## src/rtl/adder_share_sequencer.sv

```systemverilog
// adder_share_sequencer
// Shares one 4-bit ripple adder between two requesters. Each operation is a
// 4*NIBBLES-bit add or subtract. The operands are fed through the adder one
// nibble per cycle, LSB first. The inter-nibble carry is held in a register.
//
// Ports:
//   clk, reset_n                   clock, async active-low reset
//   reqN_valid/ready               request handshake (ready is combinational)
//   reqN_a, reqN_b, reqN_sub       operands and op (0 = a+b, 1 = a-b)
//   rsp_valid                      one-cycle result pulse
//   rsp_id, rsp_sum                owning requester, result
//   rsp_carry, rsp_ovf             final carry out, two's-complement overflow
//   busy                           high while an operation is in flight

// Single-bit full adder.
module full_adder (
  input  logic a,
  input  logic b,
  input  logic cin,
  output logic s,
  output logic cout
);
  assign s    = a ^ b ^ cin;
  assign cout = (a & b) | (cin & (a ^ b));
endmodule

// 4-bit ripple-carry adder built from four full adders.
module ripple_adder_4bit_structural (
  input  logic [3:0] a,
  input  logic [3:0] b,
  input  logic       cin,
  output logic [3:0] sum,
  output logic       cout
);
  logic [4:0] c;

  assign c[0] = cin;

  for (genvar i = 0; i < 4; i++) begin : g_fa
    full_adder u_fa (
      .a   (a[i]),
      .b   (b[i]),
      .cin (c[i]),
      .s   (sum[i]),
      .cout(c[i+1])
    );
  end

  assign cout = c[4];
endmodule

module adder_share_sequencer #(
  parameter int unsigned NIBBLES = 4
) (
  input  logic                 clk,
  input  logic                 reset_n,
  input  logic                 req0_valid,
  output logic                 req0_ready,
  input  logic [4*NIBBLES-1:0] req0_a,
  input  logic [4*NIBBLES-1:0] req0_b,
  input  logic                 req0_sub,
  input  logic                 req1_valid,
  output logic                 req1_ready,
  input  logic [4*NIBBLES-1:0] req1_a,
  input  logic [4*NIBBLES-1:0] req1_b,
  input  logic                 req1_sub,
  output logic                 rsp_valid,
  output logic                 rsp_id,
  output logic [4*NIBBLES-1:0] rsp_sum,
  output logic                 rsp_carry,
  output logic                 rsp_ovf,
  output logic                 busy
);

  localparam int unsigned W     = 4 * NIBBLES;
  localparam int unsigned IDX_W = (NIBBLES > 1) ? $clog2(NIBBLES) : 1;
  localparam logic [IDX_W-1:0] LAST_IDX = IDX_W'(NIBBLES - 1);

  typedef enum logic [1:0] {
    IDLE = 2'd0,
    ADD  = 2'd1,
    DONE = 2'd2
  } state_t;

  state_t           state_q, state_d;
  logic [IDX_W-1:0] idx_q, idx_d;

  logic         last_q;     // last-served requester
  logic         id_q;
  logic [W-1:0] a_q;
  logic [W-1:0] beff_q;     // b, pre-inverted for subtract
  logic [W-1:0] result_q;
  logic         carry_q;

  logic         grant0, grant1, accept;
  logic [W-1:0] sel_a, sel_b;
  logic         sel_sub;

  logic [IDX_W+1:0] lsb;
  logic [3:0]       nib_a, nib_b, nib_sum;
  logic             nib_cout;
  logic [W-1:0]     result_next;
  logic             last_nibble;

  // Round-robin: on a tie, the requester not served last wins.
  assign grant0 = req0_valid & (~req1_valid | last_q);
  assign grant1 = req1_valid & (~req0_valid | ~last_q);
  assign accept = req0_ready | req1_ready;

  assign sel_a   = req1_ready ? req1_a   : req0_a;
  assign sel_b   = req1_ready ? req1_b   : req0_b;
  assign sel_sub = req1_ready ? req1_sub : req0_sub;

  // Current nibble slice into the shared adder.
  assign lsb   = {idx_q, 2'b00};
  assign nib_a = a_q[lsb +: 4];
  assign nib_b = beff_q[lsb +: 4];

  ripple_adder_4bit_structural u_adder (
    .a   (nib_a),
    .b   (nib_b),
    .cin (carry_q),
    .sum (nib_sum),
    .cout(nib_cout)
  );

  // Result with the current nibble merged in; used to load the response
  // on the final ADD edge.
  always_comb begin
    result_next           = result_q;
    result_next[lsb +: 4] = nib_sum;
  end

  assign last_nibble = (state_q == ADD) && (idx_q == LAST_IDX);

  // State register.
  always_ff @(posedge clk or negedge reset_n) begin
    if (!reset_n) begin
      state_q <= IDLE;
      idx_q   <= '0;
    end else begin
      state_q <= state_d;
      idx_q   <= idx_d;
    end
  end

  // Next-state and ready decode.
  always_comb begin
    state_d    = state_q;
    idx_d      = idx_q;
    req0_ready = 1'b0;
    req1_ready = 1'b0;
    case (state_q)
      IDLE: begin
        req0_ready = grant0;
        req1_ready = grant1;
        if (grant0 || grant1) begin
          state_d = ADD;
          idx_d   = '0;
        end
      end
      ADD: begin
        if (idx_q == LAST_IDX) begin
          state_d = DONE;
          idx_d   = '0;
        end else begin
          idx_d = idx_q + 1'b1;
        end
      end
      DONE: begin
        state_d = IDLE;
      end
      default: begin
        state_d = IDLE;
        idx_d   = '0;
      end
    endcase
  end

  // Operand capture and nibble-serial accumulation.
  always_ff @(posedge clk or negedge reset_n) begin
    if (!reset_n) begin
      last_q   <= 1'b1;
      id_q     <= 1'b0;
      a_q      <= '0;
      beff_q   <= '0;
      result_q <= '0;
      carry_q  <= 1'b0;
    end else if (accept) begin
      last_q   <= req1_ready;
      id_q     <= req1_ready;
      a_q      <= sel_a;
      beff_q   <= sel_b ^ {W{sel_sub}};
      carry_q  <= sel_sub;
    end else if (state_q == ADD) begin
      result_q <= result_next;
      carry_q  <= nib_cout;
    end
  end

  // Response fields load on the last ADD edge and hold until the next one.
  always_ff @(posedge clk or negedge reset_n) begin
    if (!reset_n) begin
      rsp_id    <= 1'b0;
      rsp_sum   <= '0;
      rsp_carry <= 1'b0;
      rsp_ovf   <= 1'b0;
    end else if (last_nibble) begin
      rsp_id    <= id_q;
      rsp_sum   <= result_next;
      rsp_carry <= nib_cout;
      rsp_ovf   <= (a_q[W-1] == beff_q[W-1]) && (result_next[W-1] != a_q[W-1]);
    end
  end

  assign rsp_valid = (state_q == DONE);
  assign busy      = (state_q != IDLE);

endmodule

```

## config.mk

```make
export PLATFORM = sky130hd
export DESIGN_NAME = adder_share_sequencer
export DESIGN_NICKNAME = d
export VERILOG_FILES = /design/src/rtl/adder_share_sequencer.sv
export SDC_FILE = /design/constraint.sdc
export NUM_CORES = 1
export LEC_CHECK = 0
export BUFFER_PORTS_ARGS = -buffer_cell sky130_fd_sc_hd__buf_2
export CORE_ASPECT_RATIO = 1.25
export CORE_MARGIN = 10
export CORE_UTILIZATION = 50
export DETAILED_ROUTE_END_ITERATION = 7
export GPL_ROUTABILITY_DRIVEN = 0
export PLACE_DENSITY = 0.75
export SYNTH_ARGS = -nofsm -noshare
export SYNTH_HDL_FRONTEND = slang
export SYNTH_HIERARCHICAL = 1
export SYNTH_SLANG_ARGS = --single-unit
```

## constraint.sdc

```tcl
create_clock -name clk -period 4 [get_ports clk]
set_input_delay 0.2 -clock clk [delete_from_list [all_inputs] [get_ports clk]]
set_output_delay 0.2 -clock clk [all_outputs]
set_load 0.01 [all_outputs]
```

==> out/metrics.yaml, run 1 <==
layout:
  drive_gt1_share_pct: 27.57
  fin_util_pct: 61.19
  final_net_count: 561
  antenna_cells: 0
  final_common_cell: "buf_2"
  area_growth_pct: 17.46
  layout_common_cells: "buf_2 (92), dfrtp_1 (73), o21ai_0 (48)"
power_and_ir_drop:
  irDropWorstVdd_v: 0.0005976
  power_frac_clock_pct: 16.4
  p_int_mw: 2.315
  combinationalPowerShare_pct: 50.9
  p_sw_mw: 1.687
  p_per_area_nw_per_um2: 829.7
  p_leak_nw: 2.194
  power_frac_seq_pct: 32.7
  power_mw: 4.002
  switching_share_pct: 42.15
worst_setup_path:
  cpPeakStageDelay_ns: 0.63
  r2r_start: "idx_q[0]"
  rrSetupSlack_ns: 0.38
  worstPathCellList: "mux4_2, fa_1, fa_1, fa_1, fa_1, a2111o_1, nand3_1"
  cpLargestDelayFamily: "adder cells"
  crit_required_ns: 4.27
  start_kind: "register"
  arrival_ns: 3.89
  critical_path.startpoint: "idx_q[0]"
  crit_type: "reg -> reg"
  path_buf_inv: 0
  crit_top_cell: "fa_1"
  crit_path_max_fanout: 9
  end_kind: "register"
  slowest_stage: "fa_1"
timing:
  finalCriticalPeriod_ns: 3.624
  fin_hold_ws_ns: -0.0004096
  hold_viol_final: 1
  slew_headroom_pct: 20.84
  period_share_pct: 90.59
  rsz0062_at_grt: "no"
  final-max-slew-violation-count: 0
  final-setup-viol-count: 0
  setup_ws_ns: 0.3763
  tightestPinTransition_ns: 1.187
  fmax_mhz: 276.0
  finalSetupTns_ns: 0
  finClkSkew_ns: 0.008730
detailed_routing:
  ant_nets: 0
  vias: 3357
  via_per_inst: 5.778
  dr.first_iter.drc_count: 181
  drc_errors: 0
  drt_wl_total_mm: 9.888
  routedWlPerCell_microns: 17.02
  firstDrtPassIters: 4
floorplanning:
  initial_core_util_pct: 52.10
  die_area_sq_um: 12260
  fp-row-count: 36
  coreArea_sq_um: 7883
  die_h_microns: 121.3
  io_pins: 93
  fp.dieW_microns: 101.1
yosys:
  syn_avg_cell_area_sq_um: 10.09
  syn_area_sq_um: 4106
  synthCells: 407
  yosysWarnings: 6
  seq_area_frac_synth_pct: 45.12
  ys_ff_latch: 74
  yosysUniqueCellTypes: 42
  syn-num-nets: 487
clock_tree:
  cts.clk_slew.worst_paths_ns: 0.08
  tritoncts: "done"
  insertion_delay_ns: 0.35
  hold_buffers: 0
  cts_buffers: 9
  cts_root_buf: "clkbuf_8"
  ctsResizeCount: 0
  post_cts_buffers: 0
  htreeDepth: 3
  cts_sinks: 74
  cts_buffer_depth: 2
run_status:
  status: "finished with violations"
  violations: "negative hold slack"
global_routing:
  grt_usage_pct: 16.55
  grt_pass1_vias: 3457
  grt_pass1_wl_mm: 16.82
  overflow: 0
  antenna_found_initial: 0
  grt_max_degree: 44
place:
  hpwl_mm: 7.330
  io_buffers: 92
  post-place-ws_ns: 0.3977
worst_hold_path:
  hp-class: "in -> async"
flow_run:
  max_cap_violations: 0
==> cells in the mapped netlist (all sizes together) <==
library cell	n	area share [%]
nor3b	1	0.46
nand3	33	4.0
nor4bb	3	0.73
mux2i	1	0.24
xnor2	16	3.4
o311ai	32	6.8
nor4b	1	0.21
o31a	1	0.21
nor2b	18	2.7
a21oi	17	2.1
clkbuf	28	2.7
nand2	25	2.3
and2	1	0.15
a21boi	1	0.18
and4b	1	0.24
nand3b	2	0.37
xor2	16	3.4
o221ai	1	0.21
o21ai	50	6.2
and3	2	0.30
dfrtp	73	44
mux4	8	4.4
fa	4	2.0
inv	22	2.0
a22o	2	0.43
nand2b	1	0.15
a32o	15	3.7
a2111o	1	0.27
mux2	1	0.27
o21ba	1	0.24
buf	12	1.6
nor2	8	0.79
dfstp	1	0.64
nand4	1	0.15
ha	6	1.8
a31oi	1	0.15
==> logic make-up (layout without fill, tap and decap cells) <==
kind of cell,after synthesis,in the layout,share of synthesized area (%)
xor gates and xnor gates,32,32,6.825
adders and majority gates,10,10,3.778
buffers and inverters,62,141,6.307
DFF,74,74,45.12
and+or+nand+nor,97,97,12.61
muxes,10,10,4.905
AOI/OAI and AO/OA,122,122,20.44
==> routing by layer <==
metal / wire length [microns] / vias to the layer above / global-route usage [%]
li1: - / 1628 / -
met1: 4188 / 1612 / 21.04
met2: 4992 / 107 / 26.75
met3: 576 / 10 / 4.672
met4: 130 / 0 / 4.538
met5: 0 / - / 0
==> power groups by stage <==
stage / Combinational (mW) / Clock (mW) / Sequential [mW]
floorplan: 1.48 / 0 / 1.27
global placement: 1.98 / 0 / 1.31
detailed placement: 2.03 / 0 / 1.33
CTS: 2.03 / 0.666 / 1.31
global route: 2.26 / 0.703 / 1.36
finish: 2.04 / 0.656 / 1.31
==> registers in the layout, summed over array words and instances (netlist names), 2 cells and up <==
name and cells:
a_q 16, rsp_sum 16, idx_q 2, state_q 2, result_q 16, beff_q 16
==> layout make-up <==
class / instances / area (sq um)
Fill cell: 662 / 3059
Multi-Input combinational cell: 271 / 1997
Sequential cell: 74 / 1853
Clock inverter: 4 / 73.82
Clock buffer: 12 / 155.1
Timing Repair Buffer: 103 / 543.0
Inverter: 22 / 82.58
Tap cell: 95 / 118.9
==> through the flow <==
| step | area, sq um | std cells |
|---|---|---|
| 2_1_floorplan | 4106 | 407 |
| 3_3_place_gp | 4594 | 565 |
| 3_5_place_dp | 4594 | 565 |
| 4_1_cts | 4823 | 581 |
| 5_1_grt | 4823 | 581 |
| 6_report | 4823 | 581 |
==> worst paths after layout <==
| check | depth (start not counted) | endpoint |
|---|---|---|
| max | 7 | rsp_ovf |
| min | 1 | rsp_sum[6] |
| max reg2reg | 7 | rsp_ovf |
| min reg2reg | 2 | rsp_sum[6] |
| max in group asynchronous | 2 | last_q |
| min in group clk | 3 | a_q[12] |
(Power assumes the default switching activity.)
==> inputs of run 2 (changes only) <==
--- a/config.mk
+++ b/config.mk
@@ -6,12 +6,14 @@
 export NUM_CORES = 1
 export LEC_CHECK = 0
 export BUFFER_PORTS_ARGS = -buffer_cell sky130_fd_sc_hd__buf_2
+export CELL_PAD_IN_SITES_DETAIL_PLACEMENT = 1
+export CELL_PAD_IN_SITES_GLOBAL_PLACEMENT = 2
 export CORE_ASPECT_RATIO = 1.25
 export CORE_MARGIN = 10
-export CORE_UTILIZATION = 50
+export CORE_UTILIZATION = 34
 export DETAILED_ROUTE_END_ITERATION = 7
 export GPL_ROUTABILITY_DRIVEN = 0
-export PLACE_DENSITY = 0.75
+export PLACE_DENSITY_LB_ADDON = 0.1
 export SYNTH_ARGS = -nofsm -noshare
 export SYNTH_HDL_FRONTEND = slang
 export SYNTH_HIERARCHICAL = 1
==> run 2 against run 1 <==
Compared with the run above:
- the run now ends clean
- power rose by 8.2%
- worst hold slack improved by 0.043 ns
- largest power group unchanged
- sequential power barely moved
- critical endpoint unchanged
- clock-buffer cell count did not move
- sequential share of layout area fell by 1.4 points
- flip-flop and latch count did not move
==> out/metrics.yaml, run 2 (synthesis gave the netlist of run 1 again) <==
run_status:
  status: "complete, no violations"
detailed_routing:
  drc_errors: 0  # unchanged
  via_per_inst: 5.209  # -9.9%
  ant_nets: 0  # unchanged
  routedWlPerCell_microns: 18.59  # +9.2%
  dr.first_iter.drc_count: 158  # -13%
  drt_wl_total_mm: 12.03  # +22%
  vias: 3370  # +0.39%
  firstDrtPassIters: 4  # unchanged
worst_setup_path:
  crit_required_ns: 4.27  # about the same
  crit_path_max_fanout: 9  # unchanged
  worstPathCellList: "mux4_2, fa_1, fa_1, fa_1, fa_1, a2111o_1, nand3_1"
  slowest_stage: "fa_1"
  start_kind: "register"
  cpPeakStageDelay_ns: 0.63  # about the same
  crit_type: "reg -> reg"
  arrival_ns: 3.82  # -0.07 ns
  r2r_start: "idx_q[0]"
  crit_top_cell: "fa_1"
  critical_path.startpoint: "idx_q[0]"
  end_kind: "register"
  worstRegToRegCells: 7  # unchanged
floorplanning:
  fp.dieW_microns: 118.3  # +17%
  coreArea_sq_um: 11730  # +49%
  io_pins: 93  # unchanged
  fp-row-count: 44  # +22%
  die_h_microns: 142.9  # +18%
  die_area_sq_um: 16900  # +38%
  initial_core_util_pct: 35.02  # -17 points
power_and_ir_drop:
  irDropWorstVdd_v: 0.0004623  # -23%
  p_per_area_nw_per_um2: 864.9  # +4.2%
  power_mw: 4.331  # +8.2%
  p_leak_nw: 2.241  # +2.1%
global_routing:
  grt_pass1_vias: 3860  # +12%
  grt_usage_pct: 14.45  # -2.1 points
  grt_max_degree: 45  # +2.3%
  grt_pass1_wl_mm: 19.97  # +19%
  overflow: 0  # unchanged
  antenna_found_initial: 0  # unchanged
layout:
  antenna_cells: 0  # unchanged
  stdcell_area_sq_um: 5007  # +3.8%
  final_net_count: 561  # unchanged
  area_growth_pct: 21.94
  final_common_cell: "buf_2"
  fin_util_pct: 42.70  # -18 points
  drive_gt1_share_pct: 27.57  # unchanged
  layout_common_cells: "buf_2 (92), dfrtp_1 (73), o21ai_0 (48)"
  n_fill_cell: 1349  # +100%
  final_cells: 647  # +11%
timing:
  final-max-slew-violation-count: 0  # unchanged
  finClkSkew_ns: 0.008078  # -0.0006519 ns
  hold_viol_final: 0  # -1
  rsz0062_at_grt: "no"
  fin_hold_ws_ns: 0.04273  # +0.04314 ns
  tightestPinTransition_ns: 1.214  # +0.02654 ns
  setup_ws_ns: 0.4524  # +0.07610 ns
  final-setup-viol-count: 0  # unchanged
  period_share_pct: 88.69  # -1.9 points
  finalCriticalPeriod_ns: 3.548  # -0.07610 ns
  fmax_mhz: 281.9  # +2.1%
  finalSetupTns_ns: 0  # unchanged
  slew_headroom_pct: 18.98  # -1.9 points
place:
  hpwl_mm: 8.770  # +20%
  io_buffers: 92  # unchanged
  place_area_sq_um: 4677  # +1.8%
  post-place-ws_ns: 0.4209  # +0.02323 ns
  dp_cells: 631  # +12%
clock_tree:
  htreeDepth: 3  # unchanged
  cts_sinks: 74  # unchanged
  cts_root_buf: "clkbuf_16"
  cts_buffers: 9  # unchanged
  hold_buffers: 0  # unchanged
  cts_buffer_depth: 2  # unchanged
  insertion_delay_ns: 0.34  # about the same
  tritoncts: "done"
  post_cts_buffers: 0  # unchanged
  cts.clk_slew.worst_paths_ns: 0.06  # -0.02 ns
  ctsResizeCount: 0  # unchanged
worst_hold_path:
  hp-class: "in -> async"
flow_run:
  max_cap_violations: 0  # unchanged
[run 2: worst max-delay path: cells and delay by family (launching register included)]
family	cells	cell delay, ns
adders and majority gates	4	1.89
AOI/OAI and AO/OA	1	0.43
DFF	1	0.52
muxes	1	0.57
and+or+nand+nor	1	0.07
[run 2: cell type report]
class | instances | area (sq um) | area share [%]
clock buffer | 12 | 256.5 | 5.122
clock inverter | 4 | 73.82 | 1.474
inverter | 22 | 82.58 | 1.649
multi-input combinational | 271 | 1997 | 39.88
sequential | 74 | 1853 | 37.01
tap | 161 | 201.4 | 4.023
timing repair buffer | 103 | 543.0 | 10.84
[run 2: worst paths after layout]
check | endpoint | slack [ns]
max reg2reg | rsp_ovf | 0.45
max | rsp_ovf | 0.45
min in group clk | last_q | 0.10
min reg2reg | rsp_sum[4] | 0.47
min | rsp_sum[4] | 0.04
max in group asynchronous | last_q | 2.93
[run 2: power breakdown]
part,total [mW],switching (mW),internal (mW)
registers,1.33,0.244,1.09
clock network,0.887,0.307,0.580
logic,2.11,1.27,0.843
total,4.33,1.82,2.51
[run 2: per-layer routing]
layer	part of all wire [%]	track usage, %
met5	0	0
met4	1.5	4.563
met3	4.1	3.471
met2	52	26.16
met1	42	16.41
==> inputs of run 3 (changes only) <==
--- a/config.mk
+++ b/config.mk
@@ -11,9 +11,10 @@
 export CORE_ASPECT_RATIO = 1.25
 export CORE_MARGIN = 10
 export CORE_UTILIZATION = 34
+export CTS_BUF_LIST = sky130_fd_sc_hd__clkbuf_16
 export DETAILED_ROUTE_END_ITERATION = 7
 export GPL_ROUTABILITY_DRIVEN = 0
-export PLACE_DENSITY_LB_ADDON = 0.1
+export PLACE_DENSITY_LB_ADDON = 0.08
 export SYNTH_ARGS = -nofsm -noshare
 export SYNTH_HDL_FRONTEND = slang
 export SYNTH_HIERARCHICAL = 1
==> run 3 against run 2 <==
Compared with the run above:
- clock power is 15% lower
- highest routed layer unchanged
- first-iteration DRC count is 21% higher
- global-route usage is 0.27 points higher
- clock skew is 0.0014 ns higher
==> out/metrics.yaml, run 3 (synthesis gave the netlist of run 1 again) <==
power_and_ir_drop:
  power_frac_clock_pct: 18.1  # -2.4 points
  p_per_area_nw_per_um2: 842.1  # -2.6%
  power_mw: 4.182  # -3.4%
  combinationalPowerShare_pct: 50.4  # +1.7 points
  switching_share_pct: 43.62  # +1.6 points
  p_leak_nw: 2.212  # -1.3%
  power_frac_seq_pct: 31.6  # +0.8 points
  p_int_mw: 2.358  # -6.2%
  irDropWorstVdd_v: 0.0004338  # -6.2%
  p_sw_mw: 1.824  # +0.34%
place:
  hpwl_mm: 8.621  # -1.7%
  place_area_sq_um: 4687  # +0.21%
  io_buffers: 92  # unchanged
detailed_routing:
  drt_wl_total_mm: 12.00  # -0.23%
  vias: 3421  # +1.5%
  dr.first_iter.drc_count: 191  # +21%
  firstDrtPassIters: 4  # unchanged
  drc_errors: 0  # unchanged
  via_per_inst: 5.279  # +1.4%
  routedWlPerCell_microns: 18.52  # -0.39%
  ant_nets: 0  # unchanged
timing:
  hold_viol_final: 0  # unchanged
  period_share_pct: 88.00  # -0.69 points
  rsz0062_at_grt: "no"
  finalSetupTns_ns: 0  # unchanged
  tightestPinTransition_ns: 0.9654  # -0.2486 ns
  finClkSkew_ns: 0.009526  # +0.001447 ns
  final-setup-viol-count: 0  # unchanged
  finalCriticalPeriod_ns: 3.520  # -0.02775 ns
  slew_headroom_pct: 35.64  # +17 points
  fmax_mhz: 284.1  # +0.79%
  final-max-slew-violation-count: 0  # unchanged
global_routing:
  grt_max_degree: 75  # +67%
  grt_pass1_vias: 3879  # +0.49%
  overflow: 0  # unchanged
  grt_usage_pct: 14.72  # +0.27 points
  antenna_found_initial: 0  # unchanged
  grt_pass1_wl_mm: 20.40  # +2.2%
worst_setup_path:
  worstPathCellList: "mux4_2, fa_1, fa_1, fa_1, fa_1, a2111o_1, nand3_1"
  critical_path.startpoint: "idx_q[0]"
  crit_top_cell: "fa_1"
  start_kind: "register"
  cpPeakStageDelay_ns: 0.62  # about the same
  slowest_stage: "fa_1"
  end_kind: "register"
  arrival_ns: 3.79  # -0.03 ns
  r2r_start: "idx_q[0]"
  crit_path_max_fanout: 9  # unchanged
  crit_type: "reg -> reg"
  crit_required_ns: 4.27  # about the same
layout:
  multi_input_area_sq_um: 1997  # unchanged
  antenna_cells: 0  # unchanged
  drive_gt1_share_pct: 27.93  # +0.35 points
  final_net_count: 562  # +0.18%
  stdcell_area_sq_um: 4966  # -0.82%
  final_common_cell: "buf_2"
  fin_util_pct: 42.35  # -0.35 points
  n_fill_cell: 1368  # +1.4%
  regArea_sq_um: 1853  # unchanged
  area_growth_pct: 20.93
  layout_common_cells: "buf_2 (91), dfrtp_1 (73), o21ai_0 (48)"
clock_tree:
  htreeDepth: 3  # unchanged
  insertion_delay_ns: 0.34  # about the same
  ctsResizeCount: 0  # unchanged
  cts_root_buf: "clkbuf_16"
  cts_buffers: 9  # unchanged
  hold_buffers: 0  # unchanged
  cts_buffer_depth: 2  # unchanged
  tritoncts: "done"
  cts.clk_slew.worst_paths_ns: 0.06  # about the same
  cts_sinks: 74  # unchanged
  post_cts_buffers: 0  # unchanged
floorplanning:
  die_area_sq_um: 16900  # unchanged
  fp-row-count: 44  # unchanged
  coreArea_sq_um: 11730  # unchanged
  initial_core_util_pct: 35.02  # unchanged
  fp.dieW_microns: 118.3  # unchanged
  io_pins: 93  # unchanged
  die_h_microns: 142.9  # unchanged
run_status:
  status: "complete, no violations"
worst_hold_path:
  hp-class: "in -> async"
flow_run:
  max_cap_violations: 0  # unchanged
==> run 3: cell types whose count changed in the layout (fill, tap and decap cells not counted), sizes merged <==
cell,before,now
buf,103,104
bufinv,2,0
clkbuf,12,9
clkinv,2,3
clkinvlp,0,3
inv,22,23
==> run 3: worst paths after layout <==
check                        endpoint  slack [ns]  depth (start not counted)
min                        rsp_sum[8]       0.009                          1
max in group asynchronous  state_q[0]        3.36                          1
min in group clk              a_q[15]        0.09                          3
max                           rsp_ovf        0.48                          7
max reg2reg                   rsp_ovf        0.48                          7
min reg2reg                rsp_sum[8]        0.48                          2
==> run 3: power by group through the flow <==
stage	combinational (mW)	clock (mW)	sequential (mW)
after global routing	2.34	0.816	1.37
after global placement	2.11	0	1.33
after detailed placement	2.13	0	1.35
after floorplan	1.48	0	1.27
after CTS	2.14	0.777	1.33
final	2.11	0.756	1.32
==> run 3: area by class of cell <==
type	count	share of cell area [%]
clock buffers	9	4.535
clock inverters	7	1.083
inverters	22	1.663
multi-input cells	271	40.21
flip-flops and latches	74	37.31
well taps	161	4.056
repair buffers	104	11.14
==> run 3: through the flow <==
step,std cells,hold slack (ns),worst slack (ns)
2_1_floorplan,407,-0.09559,0.4100
3_3_place_gp,632,0.4190,0.5088
3_5_place_dp,632,0.4202,0.4759
4_1_cts,648,0.05259,0.4599
5_1_grt,648,0.09985,0.2947
6_report,648,0.008541,0.4802
==> run 3: per-layer routing <==
layer / track usage (%) / vias to the layer above / part of all wire, %
li1: - / 1631 / -
met1: 16.30 / 1718 / 42
met2: 27.13 / 60 / 52
met3: 3.550 / 12 / 3.8
met4: 4.694 / 0 / 1.6
met5: 0 / - / 0
==> run 3: critical path: cells and delay by family (launching register included) <==
family	cells	cell delay, ns
fa+ha+maj	4	1.87
flops	1	0.51
mux	1	0.57
simple gates	1	0.07
compound gates	1	0.43
